**src/rtl/riscv_alu_pkg.sv**
```systemverilog
// rtl/riscv_alu_pkg.sv - shared ALU op codes, request/response types and op legality check
package riscv_alu_pkg;

    localparam logic [3:0] ALU_AND = 4'b0000;
    localparam logic [3:0] ALU_OR  = 4'b0001;
    localparam logic [3:0] ALU_ADD = 4'b0010;
    localparam logic [3:0] ALU_SUB = 4'b0110;
    localparam logic [3:0] ALU_SLT = 4'b0111;
    localparam logic [3:0] ALU_SRL = 4'b1000;
    localparam logic [3:0] ALU_SLL = 4'b1001;
    localparam logic [3:0] ALU_SRA = 4'b1010;
    localparam logic [3:0] ALU_XOR = 4'b1101;

    typedef struct packed {
        logic [31:0] op1;
        logic [31:0] op2;
        logic [3:0]  alu_op;
    } alu_req_t;

    typedef struct packed {
        logic [31:0] result;
        logic        zero;
        logic        illegal;
    } alu_rsp_t;

    function automatic logic alu_op_legal(input logic [3:0] op);
        case (op)
            ALU_AND, ALU_OR, ALU_ADD, ALU_SUB, ALU_SLT,
            ALU_SRL, ALU_SLL, ALU_SRA, ALU_XOR: return 1'b1;
            default:                            return 1'b0;
        endcase
    endfunction

endpackage

```
**src/rtl/riscv_alu.sv**
```systemverilog
// rtl/riscv_alu.sv - combinational RV32 integer ALU, shifts use op2[4:0]
module riscv_alu
    import riscv_alu_pkg::*;
(
    input  logic [31:0] op1,
    input  logic [31:0] op2,
    input  logic [3:0]  alu_op,
    output logic [31:0] result,
    output logic        zero
);

    logic [4:0] shamt;
    assign shamt = op2[4:0];

    always_comb begin
        result = '0;
        case (alu_op)
            ALU_AND: result = op1 & op2;
            ALU_OR:  result = op1 | op2;
            ALU_ADD: result = op1 + op2;
            ALU_SUB: result = op1 - op2;
            ALU_SLT: result = {31'b0, ($signed(op1) < $signed(op2))};
            ALU_SRL: result = op1 >> shamt;
            ALU_SLL: result = op1 << shamt;
            ALU_SRA: result = $signed(op1) >>> shamt;
            ALU_XOR: result = op1 ^ op2;
            default: result = '0;
        endcase
    end

    assign zero = (result == '0);

endmodule

```
**src/rtl/riscv_alu_rsp_slot.sv**
```systemverilog
// rtl/riscv_alu_rsp_slot.sv - single-entry valid/ready response register
module riscv_alu_rsp_slot
    import riscv_alu_pkg::*;
(
    input  logic     clk,
    input  logic     rst,
    input  logic     load,
    input  alu_rsp_t load_data,
    input  logic     rsp_ready,
    output logic     rsp_valid,
    output alu_rsp_t rsp_data
);

    logic     valid_q, valid_d;
    alu_rsp_t data_q, data_d;

    // A load in the same cycle as a drain wins, so the slot reloads without a bubble.
    always_comb begin
        valid_d = valid_q;
        data_d  = data_q;
        if (load) begin
            valid_d = 1'b1;
            data_d  = load_data;
        end else if (rsp_ready) begin
            valid_d = 1'b0;
        end
    end

    always_ff @(posedge clk) begin
        if (rst) begin
            valid_q <= 1'b0;
            data_q  <= '0;
        end else begin
            valid_q <= valid_d;
            data_q  <= data_d;
        end
    end

    assign rsp_valid = valid_q;
    assign rsp_data  = data_q;

endmodule

```
**src/rtl/riscv_alu_arbiter.sv**
```systemverilog
// rtl/riscv_alu_arbiter.sv - two-port arbiter sharing one ALU with registered per-port responses
module riscv_alu_arbiter
    import riscv_alu_pkg::*;
#(
    parameter bit          RR_EN        = 1'b1,
    parameter int unsigned STARVE_LIMIT = 8
) (
    input  logic        clk,
    input  logic        rst,

    input  logic        p0_valid,
    output logic        p0_ready,
    input  logic [31:0] p0_op1,
    input  logic [31:0] p0_op2,
    input  logic [3:0]  p0_alu_op,
    output logic        p0_rsp_valid,
    input  logic        p0_rsp_ready,
    output logic [31:0] p0_rsp_result,
    output logic        p0_rsp_zero,
    output logic        p0_rsp_illegal,

    input  logic        p1_valid,
    output logic        p1_ready,
    input  logic [31:0] p1_op1,
    input  logic [31:0] p1_op2,
    input  logic [3:0]  p1_alu_op,
    output logic        p1_rsp_valid,
    input  logic        p1_rsp_ready,
    output logic [31:0] p1_rsp_result,
    output logic        p1_rsp_zero,
    output logic        p1_rsp_illegal
);

    localparam logic [7:0] STARVE_LIM = 8'(STARVE_LIMIT);

    alu_req_t    req0, req1, alu_req;
    alu_rsp_t    rsp0, rsp1, cap_rsp;
    logic        elig0, elig1, grant0, grant1, force1;
    logic        rr_last_q, rr_last_d;
    logic [7:0]  starve_cnt_q, starve_cnt_d;
    logic [31:0] alu_result;
    logic        alu_zero_unused;
    logic        op_legal;

    assign req0 = '{op1: p0_op1, op2: p0_op2, alu_op: p0_alu_op};
    assign req1 = '{op1: p1_op1, op2: p1_op2, alu_op: p1_alu_op};

    always_comb begin
        elig0        = p0_valid && (!p0_rsp_valid || p0_rsp_ready);
        elig1        = p1_valid && (!p1_rsp_valid || p1_rsp_ready);
        grant0       = 1'b0;
        grant1       = 1'b0;
        force1       = 1'b0;
        rr_last_d    = rr_last_q;
        starve_cnt_d = '0;

        if (!rst) begin
            if (RR_EN) begin
                if (elig0 && elig1) begin
                    grant0 = rr_last_q;
                    grant1 = !rr_last_q;
                end else begin
                    grant0 = elig0;
                    grant1 = elig1;
                end
            end else begin
                force1 = (starve_cnt_q >= STARVE_LIM);
                grant1 = elig1 && (!elig0 || force1);
                grant0 = elig0 && !grant1;
            end
        end

        if (grant0) rr_last_d = 1'b0;
        if (grant1) rr_last_d = 1'b1;

        // Counts only consecutive denied cycles; any gap in eligibility restarts it.
        if (!RR_EN && elig1 && !grant1)
            starve_cnt_d = (starve_cnt_q == 8'hFF) ? starve_cnt_q : starve_cnt_q + 8'd1;
    end

    always_ff @(posedge clk) begin
        if (rst) begin
            rr_last_q    <= 1'b1;
            starve_cnt_q <= '0;
        end else begin
            rr_last_q    <= rr_last_d;
            starve_cnt_q <= starve_cnt_d;
        end
    end

    assign p0_ready = grant0;
    assign p1_ready = grant1;
    assign alu_req  = grant1 ? req1 : req0;

    riscv_alu u_alu (
        .op1    (alu_req.op1),
        .op2    (alu_req.op2),
        .alu_op (alu_req.alu_op),
        .result (alu_result),
        .zero   (alu_zero_unused)
    );

    // Undefined op codes are still accepted but forced to a zero result flagged illegal.
    always_comb begin
        op_legal        = alu_op_legal(alu_req.alu_op);
        cap_rsp.result  = op_legal ? alu_result : 32'h0;
        cap_rsp.zero    = (cap_rsp.result == 32'h0);
        cap_rsp.illegal = !op_legal;
    end

    riscv_alu_rsp_slot u_slot0 (
        .clk       (clk),
        .rst       (rst),
        .load      (grant0),
        .load_data (cap_rsp),
        .rsp_ready (p0_rsp_ready),
        .rsp_valid (p0_rsp_valid),
        .rsp_data  (rsp0)
    );

    riscv_alu_rsp_slot u_slot1 (
        .clk       (clk),
        .rst       (rst),
        .load      (grant1),
        .load_data (cap_rsp),
        .rsp_ready (p1_rsp_ready),
        .rsp_valid (p1_rsp_valid),
        .rsp_data  (rsp1)
    );

    assign p0_rsp_result  = rsp0.result;
    assign p0_rsp_zero    = rsp0.zero;
    assign p0_rsp_illegal = rsp0.illegal;
    assign p1_rsp_result  = rsp1.result;
    assign p1_rsp_zero    = rsp1.zero;
    assign p1_rsp_illegal = rsp1.illegal;

endmodule
```
**config.mk**
```make
export PLATFORM = sky130hd
export DESIGN_NAME = riscv_alu_arbiter
export DESIGN_NICKNAME = d
export VERILOG_FILES = /design/src/rtl/riscv_alu_pkg.sv /design/src/rtl/riscv_alu.sv /design/src/rtl/riscv_alu_rsp_slot.sv /design/src/rtl/riscv_alu_arbiter.sv
export SDC_FILE = /design/constraint.sdc
export NUM_CORES = 1
export LEC_CHECK = 0
export BUFFER_PORTS_ARGS = -buffer_cell sky130_fd_sc_hd__buf_2
export CAP_MARGIN = 5
export CELL_PAD_IN_SITES_DETAIL_PLACEMENT = 1
export CELL_PAD_IN_SITES_GLOBAL_PLACEMENT = 1
export CORE_UTILIZATION = 45
export CTS_CLUSTER_SIZE = 20
export DETAILED_ROUTE_END_ITERATION = 7
export PLACE_DENSITY = 0.94
export SETUP_SLACK_MARGIN = 0.05
export SLEW_MARGIN = 20
export SYNTH_ARGS = -nofsm -noshare
export SYNTH_HDL_FRONTEND = slang
export SYNTH_SLANG_ARGS = --single-unit
```
**constraint.sdc**
```tcl
create_clock -name clk -period 7.5 [get_ports clk]
set_clock_uncertainty 0.15 [all_clocks]
set_input_delay 0.375 -clock clk [delete_from_list [all_inputs] [get_ports clk]]
set_output_delay 0.375 -clock clk [all_outputs]
set_load 0.02 [all_outputs]
```
-- Word-level counts from Yosys, hierarchy flattened
Memories as Yosys holds them, arrays and structs flattened.
Index checks and enable logic that the tools add are counted.
- input port bits: 142
- flip-flop bits (word level): 71
- memories kept: 1
- word-level logic and storage cells: 52
- ROM bits: 16
- memory list (memory ; words ; width ; read ports ; clocked after Yosys merged registers in ; wr ports ; line ; RTL):
    (no name shown) ; 16 ; 1 ; 1 ; 0 ; 0 ; riscv_alu_pkg.sv:27 ; case (op)
- order comparisons: 1
- equality and inequality tests: 8
- bitwise gates (word level): 3
- $add $sub $neg: 2
- reductions and logical operators: 14
- mux-type cells: 11
- shift operators: 3
- operator list (operator ; number):
    case mux 32 bit (9 select lines) ; 1
    two-way mux 68 bit ; 1
    adder 32 bit ; 1
    AND 32 bit ; 1
    logical NOT 32 bit ; 1
    less-than comparator 32 bit ; 1
    two-way mux 32 bit ; 1
    bitwise OR 32 bit ; 1
    << shifter 32 x 5 -> 32 bit ; 1
    right shift 32 x 5 -> 32 bit ; 1
    >>> shifter 32 x 5 -> 32 bit ; 1
    subtractor 32 bit ; 1
    bitwise XOR 32 bit ; 1
    == test 4 bit (second input constant) ; 4
    == test 4 x 3 -> 1 bit (second input constant) ; 2
    two-way mux 1 bit ; 8
    == test 4 x 1 -> 1 bit (second input constant) ; 1
    == test 4 x 2 -> 1 bit (second input constant) ; 1
    logical NOT 1 bit ; 4
    logical NOT 4 bit ; 1
    nonzero test 2 bit ; 2
    logical AND 1 bit ; 3
    logical OR 1 bit ; 2
    OR reduction 2 bit ; 1

-- Longest topological paths before layout
- depth after elaboration: 11
- depth in mapped cells: 27
- gate-level depth less buffers: 20

-- Cells and area by module
Synthesis repeated with hierarchy kept, for this count alone.
- cells, all modules: 1904
- area total of the unflattened synthesis: 14228.6 um2
- by module, submodules not included (module ; instances ; cells each ; area an instance (um2)):
    riscv_alu ; 1 ; 1529 ; 10341.2
    riscv_alu_rsp_slot ; 2 ; 114 ; 1272.5
    riscv_alu_arbiter ; 1 ; 147 ; 1342.5

-- Worst setup path after synthesis
No wires, ideal clock.
- kind: register to register
- start: reg u_slot0.valid_q, in the netlist u_slot0.rsp_valid
- end: reg u_slot1.data_q, in the netlist u_slot1.rsp_data[1]
- period minus slack after synthesis: 5831 ps
- setup slack: 1669 ps
- stages on the path, launching flop included: 28
- setup time: 61 ps
- buffers on the path: 8
- arrival: 5620 ps
- path through: dfxtp_1 and2b_4 o211ai_4 buf_12 buf_8 buf_6 buf_4 buf_2 buf_2 clkbuf_1 clkbuf_1 nand2_1 nand2_1 ha_1 inv_1 fa_1 o21ba_2 nand2b_1 a211o_1 nand2_1 mux2_2 a2111oi_0 o211a_1 and4b_1 and3_1 nand4_1 nor3_2 a32o_1
- longest elaborated chain between the ends: 11
- RTL lines (item ; line ; RTL):
    from (decl) ; riscv_alu_rsp_slot.sv:14 ; logic valid_q, valid_d;
    from (signal assigned) ; riscv_alu_rsp_slot.sv:34 ; valid_q <= valid_d;
    logical NOT 1 bit (*) ; riscv_alu_arbiter.sv:49 ; elig0 = p0_valid && (!p0_rsp_valid || p0_rsp_ready);
    logical OR 1 bit (*) ; riscv_alu_arbiter.sv:49 ;
    logical AND 1 bit (*) ; riscv_alu_arbiter.sv:49 ;
    logical AND 1 bit (*) ; riscv_alu_arbiter.sv:59 ; if (elig0 && elig1) begin
    two-way mux 1 bit (*) ; riscv_alu_arbiter.sv:59 ;
    two-way mux 1 bit (*) ; riscv_alu_arbiter.sv:57 ; if (!rst) begin
    two-way mux 68 bit ; riscv_alu_arbiter.sv:93 ; assign alu_req = grant1 ? req1 : req0;
    subtractor 32 bit, or another cell as far along ; riscv_alu.sv:21 ; ALU_SUB: result = op1 - op2;
    case mux 32 bit (9 select lines) ; riscv_alu.sv:17 ; case (alu_op)
    two-way mux 32 bit ; riscv_alu_arbiter.sv:106 ; cap_rsp.result = op_legal ? alu_result : 32'h0;
    logical NOT 32 bit ; riscv_alu_arbiter.sv:107 ; cap_rsp.zero = (cap_rsp.result == 32'h0);
    to (signal assigned) ; riscv_alu_rsp_slot.sv:35 ; data_q <= data_d;
    to (decl) ; riscv_alu_rsp_slot.sv:15 ; alu_rsp_t data_q, data_d;
Every way passes the cells marked *; elsewhere a longest branch is shown, timed or not.
A chain may end at the register's enable or synchronous reset.

-- Worst setup path after layout
- start: reg rr_last_q
- end: reg u_slot1.data_q, in the netlist u_slot1.rsp_data[1]
- longest elaborated chain between the ends: 8
- RTL lines (item ; line ; RTL):
    from (decl) ; riscv_alu_arbiter.sv:39 ; logic rr_last_q, rr_last_d;
    from (signal assigned) ; riscv_alu_arbiter.sv:86 ; rr_last_q <= rr_last_d;
    logical NOT 1 bit (*) ; riscv_alu_arbiter.sv:61 ; grant1 = !rr_last_q;
    two-way mux 1 bit (*) ; riscv_alu_arbiter.sv:59 ;
    two-way mux 1 bit (*) ; riscv_alu_arbiter.sv:57 ;
    two-way mux 68 bit ; riscv_alu_arbiter.sv:93 ;
    subtractor 32 bit, or another cell as far along ; riscv_alu.sv:21 ;
    case mux 32 bit (9 select lines) ; riscv_alu.sv:17 ;
    two-way mux 32 bit ; riscv_alu_arbiter.sv:106 ;
    logical NOT 32 bit ; riscv_alu_arbiter.sv:107 ;
Marks and branches as above.

==> out/metrics.csv <==
metric,value,unit
die_w,197,microns
ys.flop_type,dfxtp_1,
synthAdderAreaFrac,7.59,%
row_count,71,
max_cap_violations,0,
yosysSeqAreaShare,8.28,%
drt-total-wl,100000,microns
synth_fp_nets,2570,
swShare,52.5,%
fin_area,18700,sq um
die_h,197,microns
crit_arrival,6.66,ns
status,finished clean,
cts_tree,done,
fin_nets,2652,
clk_pin_slew_worst_paths,0.06,ns
cp_top_family,compound AO/OA/AOI/OAI gates,
path_buf_inv,2,
cp_max_fo,49,
grt_pass1_wl,144000,microns
cts-root-buf,clkbuf_16,
dp_cells,2907,
synth_edf_count,0,
p_switching,0.00147,W
postSynthCellCount,2325,
yosysUniqueCellTypes,105,
synthXorXnorAreaFrac,0.918,%
max_freq,153,MHz
grt_max_degree,58,
vias,21600,
power_frac_seq,15.5,%
r2r_slack,0.96,ns
drc,0,
p_int,0.00133,W
p_leak,8.14,nW
irDropWorstVdd,93.8,uV
antenna_found_initial,5,
drive_gt1_share,20.6,%
setup_viol_count_final,0,
syn2layout_area_growth,8.94,%
first_global_vias,20800,
insertion_delay,0.33,ns
antenna_left,0,
worst_pin_slew,1.18,ns
post_cts_resized,0,
clockPowerShare,18.0,%
post-route-util,49.8,%
first_pass_iters,8,
hold_viol,0,
coreArea,37600,sq um
maxSlewHeadroom,21.0,%
yosys.area_share.simple,22.3,%
port-buffer-count,213,
dpl.hpwl,76700,microns
avgViaCountPerCell,7.37,
fin_setup_tns,0,ns
synth_seq_cells,71,
power.density,150,nW/um^2
cp_slowest_stage_delay,0.75,ns
synthMuxAreaShare,25.9,%
cp-start-kind,flip-flop,
worstPathRequired,7.62,ns
endpoint_kind,flip-flop,
ios,214,
cts_hold_buf,0,
crit_type,flip-flop to flip-flop,
fin_crit_sh,87.2,%
yosys_warnings,0,
final_common_cell,nand2_1,
die_area,38900,sq um
fin_crit,6.54,ns
p_comb_share,66.5,%
hp-class,flip-flop to flip-flop,
htree_levels,3,
dr.first_iter.drc_count,2830,
synth_compound_area_share,26.6,%
power,0.00280,W
async_flop_share,0,%
synth_top_family_by_area,compound AO/OA/AOI/OAI gates,
grtUsageTotal,50.2,%
clock_sinks,71,
cts_setup_buffers,0,
cts_buffers,9,
grt.overflow.total,0,
final_cell_mix,"nand2_1, nor2_1, buf_2, mux2i_1, a21oi_1",
rsz0062_at_grt,false,
slowest_stage,o211ai_4,
drt-wirelength-per-cell,34.3,microns
avgSynthCellArea,7.38,sq um
final_cells,2927,
synth_area,17200,sq um
initial_utilization,45.7,%
drv_slew,0,
dpl_cell_area,18300,sq um
crit_path_cell_trace,nand2_2 -> o211ai_4 -> inv_4 -> buf_4 -> nand2_1 -> nand2_1 -> ha_1 -> or4_1 -> nand2b_1 -> a21oi_1 -> nor4_2 -> o41ai_2 -> a211o_1 -> a211o_1 -> xnor2_1 -> a221oi_1 -> nand3_1 -> nor3_2 -> a32o_1,
cts_buffer_depth,2,
gp_congestion,1.11,
cell families (layout without fill, tap and decap cells):
| group | Yosys count | in the layout |
|---|---|---|
| mux | 333 | 333 |
| other cells | 0 | 4 |
| compound gates | 644 | 644 |
| simple gates | 848 | 848 |
| flops | 71 | 71 |
| fa+ha+maj | 103 | 103 |
| buf+inv | 308 | 395 |
| xor+xnor | 18 | 18 |
flip-flops by register name, indices dropped and copies added, names as in the netlist:
register,cells
u_slot1.rsp_data,34
u_slot0.rsp_data,34
rr_last_q,1
u_slot0.rsp_valid,1
u_slot1.rsp_valid,1
power by group through the flow:
stage                     Combinational, W  Clock (W)  Sequential (W)
final                              0.00186   0.000504        0.000435
after global routing               0.00192   0.000520        0.000437
after CTS                          0.00177   0.000502        0.000434
after detailed placement           0.00175          0        0.000439
after global placement             0.00171          0        0.000436
after floorplan                    0.00108          0        0.000475
Yosys cell counts, drive strengths merged (19+ instances only):
library cell | n | share of area, %
clkbuf | 89 | 1.9
nor4 | 22 | 0.84
a211oi | 66 | 3.0
o31ai | 19 | 0.86
buf | 111 | 4.1
inv | 107 | 2.3
o21ai | 127 | 3.7
mux2i | 170 | 10
o211ai | 30 | 1.4
nor2b | 31 | 1.2
nand3 | 38 | 1.1
ha | 101 | 7.4
nand2 | 337 | 7.4
dfxtp | 71 | 8.3
a221oi | 24 | 1.3
nand2b | 30 | 1.1
a21oi | 126 | 3.7
o22ai | 22 | 0.80
nor3 | 74 | 2.2
nor2 | 233 | 5.1
mux4 | 77 | 10
mux2 | 86 | 5.7
path summary, 6_finish.rpt:
| kind | start | to | depth (start not counted) |
|---|---|---|---|
| worst max-delay path | rr_last_q$_SDFFE_PP1P_ | u_slot1.rsp_data[1]$_SDFFE_PP0N_ | 19 |
| worst min-delay path | u_slot1.rsp_data[23]$_SDFFE_PP0N_ | u_slot1.rsp_data[23]$_SDFFE_PP0N_ | 2 |
| worst max register to register | rr_last_q$_SDFFE_PP1P_ | u_slot1.rsp_data[1]$_SDFFE_PP0N_ | 19 |
| worst min register to register | u_slot1.rsp_data[23]$_SDFFE_PP0N_ | u_slot1.rsp_data[23]$_SDFFE_PP0N_ | 2 |
metrics by stage:
step / setup slack (ns) / hold slack, ns
finish: 0.960 / 0.310
global route: 0.766 / 0.343
CTS: 1.16 / 0.308
detailed placement: 1.03 / 0.289
global placement: 1.23 / 0.278
floorplan: 1.67 / 0.346
final cells by class:
class                      count  area, sq um
inverter                     108          408
multi-input combinational   1946        14400
clock inverter                 7          120
clock buffer                   9          225
timing repair buffer         271         1520
antenna                        4         10.0
fill                        4841        18900
tap                          511          639
sequential                    71         1420
routing by layer:
layer	track usage, %	up-vias	routed length, microns
met5	0	-	10
met1	65.3	10600	38400
met2	74.6	1756	41600
met4	30.5	2	7610
li1	-	8807	-
met3	12.4	412	12900
worst register-to-register path, cell delays in order, from the launching register on:
cell and delay [ns]:
dfxtp_1 0.47, nand2_2 0.19, o211ai_4 0.75, inv_4 0.48, buf_4 0.38, nand2_1 0.08, nand2_1 0.06, ha_1 0.49
or4_1 0.61, nand2b_1 0.17, a21oi_1 0.23, nor4_2 0.13, o41ai_2 0.50, a211o_1 0.30, a211o_1 0.19, xnor2_1 0.08
a221oi_1 0.57, nand3_1 0.20, nor3_2 0.24, a32o_1 0.22
No activity file was read; power rests on OpenSTA's default activity.
